<file path="src/rtl/vrf_wb_ctrl.sv">
// rtl/vrf_wb_ctrl.sv - vector register file write-back controller
// Accepts one lane-result bundle and streams its elements to the VRF one per cycle.
module vrf_wb_ctrl #(
  parameter int DATA_WIDTH = 32,
  parameter int REG_NUM    = 32,
  parameter int LANES      = 4,
  localparam int ADDR_B    = $clog2(REG_NUM),
  localparam int ELEM_B    = $clog2(LANES)
) (
  input  logic                        clk_i,
  input  logic                        rst_i,
  input  logic                        res_valid_i,
  output logic                        res_ready_o,
  input  logic [ADDR_B-1:0]           res_addr_i,
  input  logic [LANES*DATA_WIDTH-1:0] res_data_i,
  input  logic [LANES-1:0]            res_mask_i,
  output logic                        wr_req_o,
  output logic                        wr_en_o,
  output logic                        wr_ready_o,
  output logic [ADDR_B-1:0]           wr_addr_o,
  output logic [ELEM_B-1:0]           wr_elem_cnt_o,
  output logic [DATA_WIDTH-1:0]       wdata_o,
  output logic                        busy_o,
  output logic                        done_o
);

  typedef enum logic [1:0] {IDLE, REQ, WRITE, DONE} state_t;

  state_t                      state_q, state_d;
  logic [ELEM_B-1:0]           cnt_q;
  logic [ADDR_B-1:0]           addr_q;
  logic [LANES*DATA_WIDTH-1:0] data_q;
  logic [LANES-1:0]            mask_q;
  logic                        zdone_q;
  logic                        hs;
  logic [DATA_WIDTH-1:0]       lane [LANES];

  assign hs = res_valid_i && res_ready_o;

  for (genvar g = 0; g < LANES; g++) begin : g_lane
    assign lane[g] = data_q[g*DATA_WIDTH +: DATA_WIDTH];
  end

  always_ff @(posedge clk_i or posedge rst_i) begin
    if (rst_i) begin
      state_q <= IDLE;
    end else begin
      state_q <= state_d;
    end
  end

  always_comb begin
    state_d = state_q;
    case (state_q)
      IDLE:    if (hs && (res_mask_i != '0)) state_d = REQ;
      REQ:     state_d = WRITE;
      WRITE:   if (cnt_q == ELEM_B'(LANES-1)) state_d = DONE;
      DONE:    state_d = IDLE;
      default: state_d = IDLE;
    endcase
  end

  // An all-zero mask retires in IDLE; zdone_q supplies its registered done pulse.
  always_ff @(posedge clk_i or posedge rst_i) begin
    if (rst_i) begin
      cnt_q   <= '0;
      addr_q  <= '0;
      data_q  <= '0;
      mask_q  <= '0;
      zdone_q <= 1'b0;
    end else begin
      zdone_q <= hs && (res_mask_i == '0);
      if (hs) begin
        addr_q <= res_addr_i;
        data_q <= res_data_i;
        mask_q <= res_mask_i;
      end
      if (state_q == REQ) begin
        cnt_q <= '0;
      end else if (state_q == WRITE) begin
        cnt_q <= cnt_q + 1'b1;
      end
    end
  end

  always_comb begin
    res_ready_o   = (state_q == IDLE) && !rst_i;
    busy_o        = (state_q != IDLE);
    wr_req_o      = (state_q == REQ);
    wr_en_o       = 1'b0;
    wr_ready_o    = (state_q == DONE);
    done_o        = (state_q == DONE) || zdone_q;
    wr_addr_o     = (state_q != IDLE) ? addr_q : '0;
    wr_elem_cnt_o = '0;
    wdata_o       = '0;
    if (state_q == WRITE) begin
      wr_en_o       = mask_q[cnt_q];
      wr_elem_cnt_o = cnt_q;
      wdata_o       = lane[cnt_q];
    end
  end

endmodule

</file>
<file path="config.mk">
export PLATFORM = sky130hd
export DESIGN_NAME = vrf_wb_ctrl
export DESIGN_NICKNAME = d
export VERILOG_FILES = /design/src/rtl/vrf_wb_ctrl.sv
export SDC_FILE = /design/constraint.sdc
export NUM_CORES = 1
export LEC_CHECK = 0
export BUFFER_PORTS_ARGS = -buffer_cell sky130_fd_sc_hd__clkbuf_2
export CORE_MARGIN = 3
export CORE_UTILIZATION = 41
export CTS_CLUSTER_DIAMETER = 120
export CTS_CLUSTER_SIZE = 14
export DETAILED_ROUTE_END_ITERATION = 7
export SLEW_MARGIN = 30
export SYNTH_ARGS = -nofsm -noshare
export SYNTH_HDL_FRONTEND = slang
export SYNTH_SLANG_ARGS = --single-unit
</file>
<file path="constraint.sdc">
create_clock -name clk_i -period 13.1 [get_ports clk_i]
set_clock_uncertainty 0.1 [all_clocks]
set_input_delay 2.62 -clock clk_i [delete_from_list [all_inputs] [get_ports clk_i]]
set_output_delay 2.62 -clock clk_i [all_outputs]
set_load 0.05 [all_outputs]
</file>
# Word-level counts from Yosys, hierarchy flattened
# Index checks and enable logic that the tools add are counted.
# Widths: inputs -> output; s select.
# totals
elab_cells	42
inputBits	140
out_inout_bits	45
ff_bits	142
# op_classes
bitwise	1
magnitude_cmp	2
reduce_logical	12
eq_ne	6
n_mux	14
addsub	1
# op_table
cell	count
$mux 32	3
$bmux 32 s2	1
$mux 2	5
$pmux 2 s4	1
$eq 2x2->1 const B	3
$mux 5	1
$logic_and 1x1->1	4
$logic_not 4->1	1
$ne 2x2->1 const B	2
$reduce_bool 2->1	2
$reduce_bool 4->1	1
$ge 3x3->1 const B	1
$lt 2x3->1 const B	1
$not 2->3	1
$add 2x1->2 const B	1
$bmux 1 s2	1
$eq 2x1->1 const B	1
$logic_not 2->1	1
$mux 1	2
$reduce_and 2->1	1
$logic_not 1->1	1
$logic_or 1x1->1	1

# Logic depth before layout (Yosys ltp)
# Gate-level depths: netlist (run 1).
# depth
word_depth	6
depth_mapped	7
mapped_depth_nobuf	5

# Worst setup path before layout (run 1)
# No wires, ideal clock.
# synth_path
path_kind	input to output
startpoint	in rst_i
endpoint	out res_ready_o
path_slack_ns	7.272
arrival_time_ns	3.108
path_buffers	0
required_time_ns	10.380
stages	1
path_cell_list	and2b_1
# synth_via
elab_chain_len	2
# synth_lines
element	line	source
from (decl)	11	input logic rst_i,
$logic_not 1->1	87	res_ready_o = (state_q == IDLE) && !rst_i;
$logic_and 1x1->1	87	
to (decl)	13	output logic res_ready_o,
# Every way passes these cells.

# Final worst setup path (run 1)
# Same ends and word-level chain as after synthesis.

==> reports/metrics.yaml, run 1 <==
outcome: "completed"
critical-path-slowest-cell: "and2b_1"
row_count: 47
post_cts_resized: 0
ctsHoldBuffers: 0
path_max_fanout: 4
setup_tns_ps: 0
cts_max_path_buffers: 2
grt_pass1_wl_um: 24160
synth_top_area_share: 0.5094
r2r_slack_ps: 9770
port-buffer-count: 184
ant_nets: 0
synthCells: 408
final_cell_count_no_fill: 821
dr.pass1.iters: 4
dp.cells: 789
power.leakage_nw: 4.434
cts_tree: "done"
synthToLayoutAreaGrowth_pct: 24.14
ys_seq_area_frac: 0.5094
dr_total_vias: 4030
avgSynthCellArea_sq_um: 17.10
antenna_found_initial: 0
place_congestion: 0.7620
slew_violations: 0
path_class: "input pin to output pin"
cp_common_cell: "clkbuf_2"
min_path_type: "flip-flop to flip-flop"
max_slew_margin: 0.3560
cts_htree_levels: 4
critical_path.startpoint_type: "input pin"
fmax_mhz: 163.0
critPathRequiredTime_ps: 10380
rsz0062_at_grt: "false"
drive_above_1_share: 0.6439
drt_iter0_drc: 134
setup_viol_count_final: 0
grt_max_degree: 89
period_share: 0.4684
ys_warn_count: 0
chipHeight_um: 136.4
max_slew.worst_pin.slew_ps: 966.1
timing.final.hold_violations: 0
cts.sinks: 142
mostFrequentLayoutCells: "184 x clkbuf_2, 140 x dfrtp_1, 119 x mux2_4, 35 x and2_1, 33 x mux4_2"
swShare: 0.3436
dp_slack_ps: 6960
path_clk_slew_ps: 60
num-nets-final: 733
syn_nets: 553
pin_count: 185
cap_violations: 0
irDropWorstVdd_v: 0.0001266
pwr_density_cell_nw_per_um2: 275.9
fillers: 1439
path_cells: "clkbuf_2, and2b_1, clkbuf_2"
slowest_delay_ps: 330
syn_area_sq_um: 6975
post_cts_buffers: 0
crit_arrival_ps: 3420
grt-ovfl-total: 0
power_mw: 2.389
endpoint_kind: "output pin"
detail_route.vias_per_cell: 4.909
diodes: 0
clk_latency_ps: 410
cts_buffers: 17
track_usage: 0.1696
yosysTopAreaCell: "dfrtp_1"
clkPwrFrac: 0.226
ys_ff_latch: 142
setup_ws_ps: 6963
seqPwrFrac: 0.342
power.combinational.fraction: 0.432
grt_pass1_vias: 4485
die_w_um: 136.4
synth_cell_types: 24
cts_root_buf: "clkbuf_16"
drt_wl_total_um: 15110
final_common_cell: "clkbuf_2"
internal_power_mw: 1.568
power_switching_mw: 0.8209
wl_per_cell_um: 18.40
dp_hpwl_um: 10110
dieArea_sq_um: 18610
layout_min_cycle_time_ps: 6137
ys_top_cells_by_area: "dfrtp_1 51%, mux2_4 26%, mux4_2 11%"
initial_utilization: 0.4191
drcViolationCount: 0
core-area_sq_um: 16640
## cell type report
type / instances / area, sq um / area share
sequential: 142 / 3558 / 0.4109
multi-input combinational: 233 / 3181 / 0.3673
timing repair buffer: 188 / 954.7 / 0.1102
clock buffer: 20 / 456.7 / 0.05274
tap: 220 / 275.3 / 0.03179
clock inverter: 12 / 206.4 / 0.02384
inverter: 6 / 27.53 / 0.003179
## per-layer routing
layer / up-vias / routed length (um) / global-route usage
met2: 141 / 7150 / 0.2642
met5: - / 0 / 0
met4: 0 / 110 / 0.04871
li1: 1832 / - / -
met1: 2051 / 6604 / 0.2262
met3: 6 / 1242 / 0.05811
## logic make-up after synthesis
kind of cell,synth area share
AO/OA/AOI/OAI,0.005560
adder cells (fa/ha/maj),0.008969
buffers and inverters,0.03659
flip-flops,0.5094
multiplexers,0.3934
AND/OR/NAND/NOR,0.04610
## cell usage after synthesis, drive strengths merged
cell type	number
mux2	138
or2	1
o21ai	2
nand2	1
buf	23
clkbuf	4
mux4	33
nor4bb	1
or4	1
nor2	3
o32ai	1
nor2b	5
dfrtp	142
a21oi	1
nand3b	1
a211oi	2
inv	6
ha	5
and2	35
and2b	3
## metrics by stage
stage                     instance area (sq um)  hold WS [ps]    util
after floorplan                            6975         359.5       -
after global placement                     7990         371.0  0.4801
after detailed placement                   7993         379.1  0.4803
after CTS                                  8656         395.2  0.5201
after global routing                       8660         414.1  0.5203
final                                      8660         390.9  0.5203
## final timing paths
path                                to  startpoint  depth (start not counted)
max                        res_ready_o       rst_i                          3
min                         data_q[26]  data_q[26]                          1
max reg2reg                 data_q[13]  state_q[0]                          6
min reg2reg                 data_q[26]  data_q[26]                          1
max in group asynchronous   data_q[10]       rst_i                          3
min in group asynchronous    addr_q[2]       rst_i                          2
## power groups by stage
stage	clock network, mW	registers, mW	logic (mW)
floorplan	0	0.744	0.913
global placement	0	0.810	1.02
detailed placement	0	0.826	1.04
CTS	0.553	0.820	1.05
global route	0.574	0.851	1.10
finish	0.540	0.817	1.03
## flip-flops by register name, indices dropped and copies added (netlist names)
name	count
data_q	128
addr_q	5
mask_q	4
cnt_q	2
state_q	2
zdone_q	1
## worst max-delay path, delay by kind of cell
family        cells  cell delay (ps)
buf+inv           2              460
simple gates      1              330
(Power assumes the default switching activity.)
==> run 2, diff against run 1 <==
- ABC_AREA: not set -> 1
- PLACE_DENSITY: not set -> 0.65
- clock period: 13.1 -> 5.9 ns (I/O delays scaled with it)
==> reports/metrics.yaml, run 2 <==
outcome: "completed"
post_cts_buffers: 0  # unchanged
place_congestion: 0.8473  # +11%
drt_iter0_drc: 370  # +180%
dp_slack_ps: 2393  # -4568 ps
layout_min_cycle_time_ps: 4003
max_slew_margin: 0.4610  # +0.1050
cts.sinks: 142  # unchanged
path_max_fanout: 76  # +72
synthFlopType: "dfrtp_1"
wl_per_cell_um: 15.16  # -18%
drt_wl_total_um: 18660  # +24%
synth_top_area_share: 0.5398  # +0.03040
core-area_sq_um: 15430  # -7.3%
synthCells: 851  # +110%
grt_pass1_wl_um: 30370  # +26%
ant_nets: 0  # unchanged
critical_path.startpoint_type: "flip-flop"
antenna_found_initial: 0  # unchanged
path_clk_slew_ps: 60  # about the same
rsz0062_at_grt: "false"
chipHeight_um: 132.7  # -2.7%
drcViolationCount: 0  # unchanged
cp_common_cell: "nor2_1"
ys_top_cells_by_area: "dfrtp_1 54%, nand2_1 20%, o21ai_0 6.7%"
crit_arrival_ps: 2720  # -700 ps
pin_count: 185  # unchanged
num-nets-final: 1152  # +57%
track_usage: 0.2189  # +0.04931
path_cells: "buf_4, nor2_1, nor2_1, o21ai_0, a21oi_1, clkbuf_2"
cts_max_path_buffers: 2  # unchanged
slew_violations: 0  # unchanged
cts_root_buf: "clkbuf_16"
place_area_sq_um: 7543  # -5.6%
critical-path-slowest-cell: "buf_4"
path_class: "flip-flop to output pin"
dp_hpwl_um: 12530  # +24%
grt-ovfl-total: 0  # unchanged
power_mw: 4.722  # +98%
port-buffer-count: 184  # unchanged
power.leakage_nw: 4.380  # -1.2%
irDropWorstVdd_v: 0.0003186  # +150%
synth_most_common_cell: "nand2_1"
cts_htree_levels: 4  # unchanged
cap_violations: 0  # unchanged
critPathRequiredTime_ps: 4620  # -5760 ps
max_slew.worst_pin.slew_ps: 808.5  # -157.6 ps
cts_tree: "done"
grt_max_degree: 108  # +21%
dr_total_vias: 5931  # +47%
ys_warn_count: 0  # unchanged
dieArea_sq_um: 17610  # -5.4%
synth-edff-count: 0  # unchanged
final_common_cell: "nand2_1"
dr.pass1.iters: 5  # +1
synth_cell_types: 20  # -17%
fillers: 1595  # +11%
period_share: 0.6785
die_w_um: 132.7  # -2.7%
endpoint_kind: "output pin"
timing.final.hold_violations: 0  # unchanged
initial_utilization: 0.4267  # +0.007541
min_path_type: "flip-flop to flip-flop"
fin_area_sq_um: 8153  # -5.9%
ctsHoldBuffers: 0  # unchanged
setup_tns_ps: 0  # unchanged
detail_route.vias_per_cell: 4.818  # -1.8%
yosysTopAreaCell: "dfrtp_1"
cts_buffers: 17  # unchanged
post_cts_resized: 0  # unchanged
yosys-top-cells-count: "346 x nand2_1, 142 x dfrtp_1, 88 x o21ai_0"
setup_viol_count_final: 0  # unchanged
ys_seq_area_frac: 0.5398  # +0.03040
slowest_delay_ps: 670  # +340 ps
final_cell_count_no_fill: 1231  # +50%
setup_ws_ps: 1897  # -5067 ps
drive_above_1_share: 0.2265  # -0.4175
syn_nets: 996  # +80%
syn_area_sq_um: 6583  # -5.6%
row_count: 45  # -4.3%
diodes: 0  # unchanged
pwr_density_cell_nw_per_um2: 579.2  # +110%
top_register: "data_q"
dp.cells: 1199  # +52%
avgSynthCellArea_sq_um: 7.735  # -55%
fin_util: 0.5285  # +0.008130
fmax_mhz: 249.8
timing.hold.ws_ps: 364.5  # -26.38 ps
grt_pass1_vias: 5796  # +29%
top_regs: "data_q x128, addr_q x5, mask_q x4"
largest_reg_flops: 128  # unchanged
mostFrequentLayoutCells: "346 x nand2_1, 184 x clkbuf_2, 141 x dfrtp_1, 88 x o21ai_0, 72 x nor2_1"
ys_ff_latch: 142  # unchanged
synthToLayoutAreaGrowth_pct: 23.85
async_reset_ff_frac: 1.000  # unchanged
clk_latency_ps: 430  # +20 ps
run 2: cell count changes in the layout (fill, tap and decap cells not counted), moves of 35 or more:
cell,delta
a21oi_1,+64
inv_1,+42
and2_1,-35
o21ai_0,+86
nand2_1,+346
mux2_4,-119
nor2_1,+69
run 2: layer usage:
layer	part of all wire	vias to the layer above	track usage	wire length (um)
met4	0.010	0	0.06120	195
li1	-	2971	-	-
met2	0.47	171	0.3440	8861
met5	0	-	0	0
met1	0.46	2774	0.3074	8672
met3	0.050	15	0.04829	929
run 2: final cells by class:
type,instances,area (sq um),area share
Clock buffer,19,432.9,0.05310
Clock inverter,13,165.2,0.02026
Inverter,52,201.4,0.02471
Multi-Input combinational cell,603,2547,0.3125
Sequential cell,142,3557,0.4363
Tap cell,211,264.0,0.03238
Timing Repair Buffer,191,984.7,0.1208
run 2: worst max-delay path: cells and delay by family, from the launching register on:
family	cells	cell delay, ps
buffers and inverters	2	990
AOI/OAI and AO/OA	2	360
and+or+nand+nor	2	290
DFF	1	590
run 2: kinds of logic (layout without fill, tap and decap cells):
| group | after synthesis | count (layout) | synth area share |
|---|---|---|---|
| DFF | 142 | 142 | 0.5398 |
| AOI/OAI and AO/OA | 172 | 172 | 0.1315 |
| buffers and inverters | 106 | 275 | 0.07318 |
| adders and majority gates | 5 | 5 | 0.009504 |
| and+or+nand+nor | 426 | 426 | 0.2460 |
run 2: final timing paths:
kind                                     to  cells past startpoint  slack [ps]   startpoint
worst max-delay path             wdata_o[3]                      6        1900     cnt_q[0]
worst min-delay path            data_q[103]                      2         360  data_q[103]
worst max register to register   data_q[47]                      7        2990   state_q[0]
worst min register to register  data_q[103]                      2         360  data_q[103]
max in group asynchronous        data_q[62]                      4        3750        rst_i
min in group asynchronous        data_q[32]                      3         850        rst_i
run 2: where the power goes:
| part | leakage (nW) | total [mW] | switching (mW) | internal [mW] |
|---|---|---|---|---|
| clock | 0.291 | 1.09 | 0.425 | 0.667 |
| sequential | 1.76 | 1.66 | 0.224 | 1.43 |
| combinational | 2.33 | 1.97 | 1.43 | 0.543 |
| total | 4.38 | 4.72 | 2.08 | 2.64 |
==> run 3, diff against run 2 <==
- clock period: 5.9 -> 4.1 ns (I/O delays scaled with it)
==> reports/metrics.yaml, run 3 (synthesized netlist as in run 2, its figures left out) <==
outcome: "completed"
crit_buf_inv: 2  # unchanged
period_share: 0.8456
r2r_start: "state_q[0]"
cap_violations: 0  # unchanged
setup_viol_count_final: 0  # unchanged
crit_start: "cnt_q[0]"
timing.final.hold_violations: 0  # unchanged
dp_slack_ps: 1100  # -1293 ps
place_congestion: 0.8737  # +3.1%
place_area_sq_um: 7662  # +1.6%
cts_max_path_buffers: 2  # unchanged
path_cells: "buf_4, o21ai_0, a21oi_1, clkbuf_2"
fmax_mhz: 288.4
top_regs: "data_q x128, addr_q x5, mask_q x4"
grt_max_degree: 178  # +65%
cpLargestDelayFamily: "buffers and inverters"
drcViolationCount: 0  # unchanged
dr.pass1.iters: 5  # unchanged
power_mw: 7.017  # +49%
max_slew.worst_pin.slew_ps: 812.5  # +3.972 ps
slew_violations: 0  # unchanged
clk_latency_ps: 420  # about the same
critPathRequiredTime_ps: 3180  # -1440 ps
top_register: "data_q"
max_slew_margin: 0.4584  # -0.002648
setup_ws_ps: 633.0  # -1264 ps
track_usage: 0.2165  # -0.002343
cts_htree_levels: 4  # unchanged
dp.cells: 1200  # +0.083%
die_w_um: 132.7  # unchanged
largest_reg_flops: 128  # unchanged
layout_min_cycle_time_ps: 3467
fin_util: 0.5388  # +0.01030
chipHeight_um: 132.7  # unchanged
cts_tree: "done"
endpoint_kind: "output pin"
cts_buffers: 17  # unchanged
irDropWorstVdd_v: 0.0004161  # +31%
post_cts_buffers: 0  # unchanged
final_cell_count_no_fill: 1232  # +0.081%
drt_iter0_drc: 361  # -2.4%
port-buffer-count: 184  # unchanged
dieArea_sq_um: 17610  # unchanged
grt_pass1_vias: 5820  # +0.41%
initial_utilization: 0.4267  # unchanged
diodes: 0  # unchanged
path_clk_slew_ps: 60  # about the same
wl_per_cell_um: 15.07  # -0.56%
final_common_cell: "nand2_1"
mostFrequentLayoutCells: "346 x nand2_1, 179 x clkbuf_2, 141 x dfrtp_1, 88 x o21ai_0, 72 x nor2_1"
pwr_density_cell_nw_per_um2: 844.3  # +46%
ant_nets: 0  # unchanged
critical_path.startpoint_type: "flip-flop"
path_class: "flip-flop to output pin"
post_cts_resized: 0  # unchanged
core-area_sq_um: 15430  # unchanged
row_count: 45  # unchanged
critical-path-slowest-cell: "dfrtp_4"
min_path_type: "flip-flop to flip-flop"
crit_arrival_ps: 2550  # -170 ps
num-nets-final: 1153  # +0.087%
drt_wl_total_um: 18570  # -0.48%
synthToLayoutAreaGrowth_pct: 26.27
path_max_fanout: 62  # -18%
antenna_found_initial: 0  # unchanged
cts_root_buf: "clkbuf_16"
min_from: "data_q[4]"
fin_area_sq_um: 8312  # +1.9%
slowest_delay_ps: 690  # +20 ps
rsz0062_at_grt: "false"
dp_hpwl_um: 12830  # +2.3%
timing.hold.ws_ps: 365.8  # +1.266 ps
detail_route.vias_per_cell: 4.880  # +1.3%
dr_total_vias: 6012  # +1.4%
fillers: 1569  # -1.6%
grt-ovfl-total: 0  # unchanged
drive_above_1_share: 0.2233  # -0.003160
setup_tns_ps: 0  # unchanged
r2r_slack_ps: 1690  # -1300 ps
cts.sinks: 142  # unchanged
power.leakage_nw: 4.436  # +1.3%
pin_count: 185  # unchanged
ctsHoldBuffers: 0  # unchanged
grt_pass1_wl_um: 30070  # -0.97%
-- run 3: power breakdown --
group / total [mW] / switching [mW] / leakage [nW] / internal [mW]
clock: 1.70 / 0.586 / 0.314 / 1.11
combinational: 2.87 / 2.01 / 2.36 / 0.859
sequential: 2.45 / 0.390 / 1.76 / 2.06
-- run 3: metal layers --
metal / global-route usage / vias to the layer above / share of wire
met5: 0 / - / 0
met4: 0.06351 / 0 / 0.017
met3: 0.05171 / 25 / 0.058
li1: - / 2976 / -
met1: 0.2995 / 2811 / 0.45
met2: 0.3415 / 200 / 0.47
-- run 3: path summary, 6_finish.rpt --
kind                       cells past startpoint           to
max in group asynchronous                      3     cnt_q[0]
hold / removal                                 2    data_q[4]
hold reg to reg                                2    data_q[4]
setup reg to reg                              10   state_q[0]
min in group asynchronous                      3   data_q[51]
setup / recovery                               4  wdata_o[19]
-- run 3: cell type report --
cell class              instances  area [sq um]  share of cell area
multi-input cells             603          2547              0.3065
repair buffers                192          1094              0.1316
clock inverters                10         185.2             0.02228
clock buffers                  22         464.2             0.05585
inverters                      52         200.2             0.02409
flip-flops and latches        142          3557              0.4280
well taps                     211         264.0             0.03176
-- run 3: tightest hold or removal path, delay by kind of cell (launching register included) --
| family | cells | cell delay, ps |
|---|---|---|
| AND/OR/NAND/NOR | 2 | 90 |
| flip-flops | 1 | 340 |
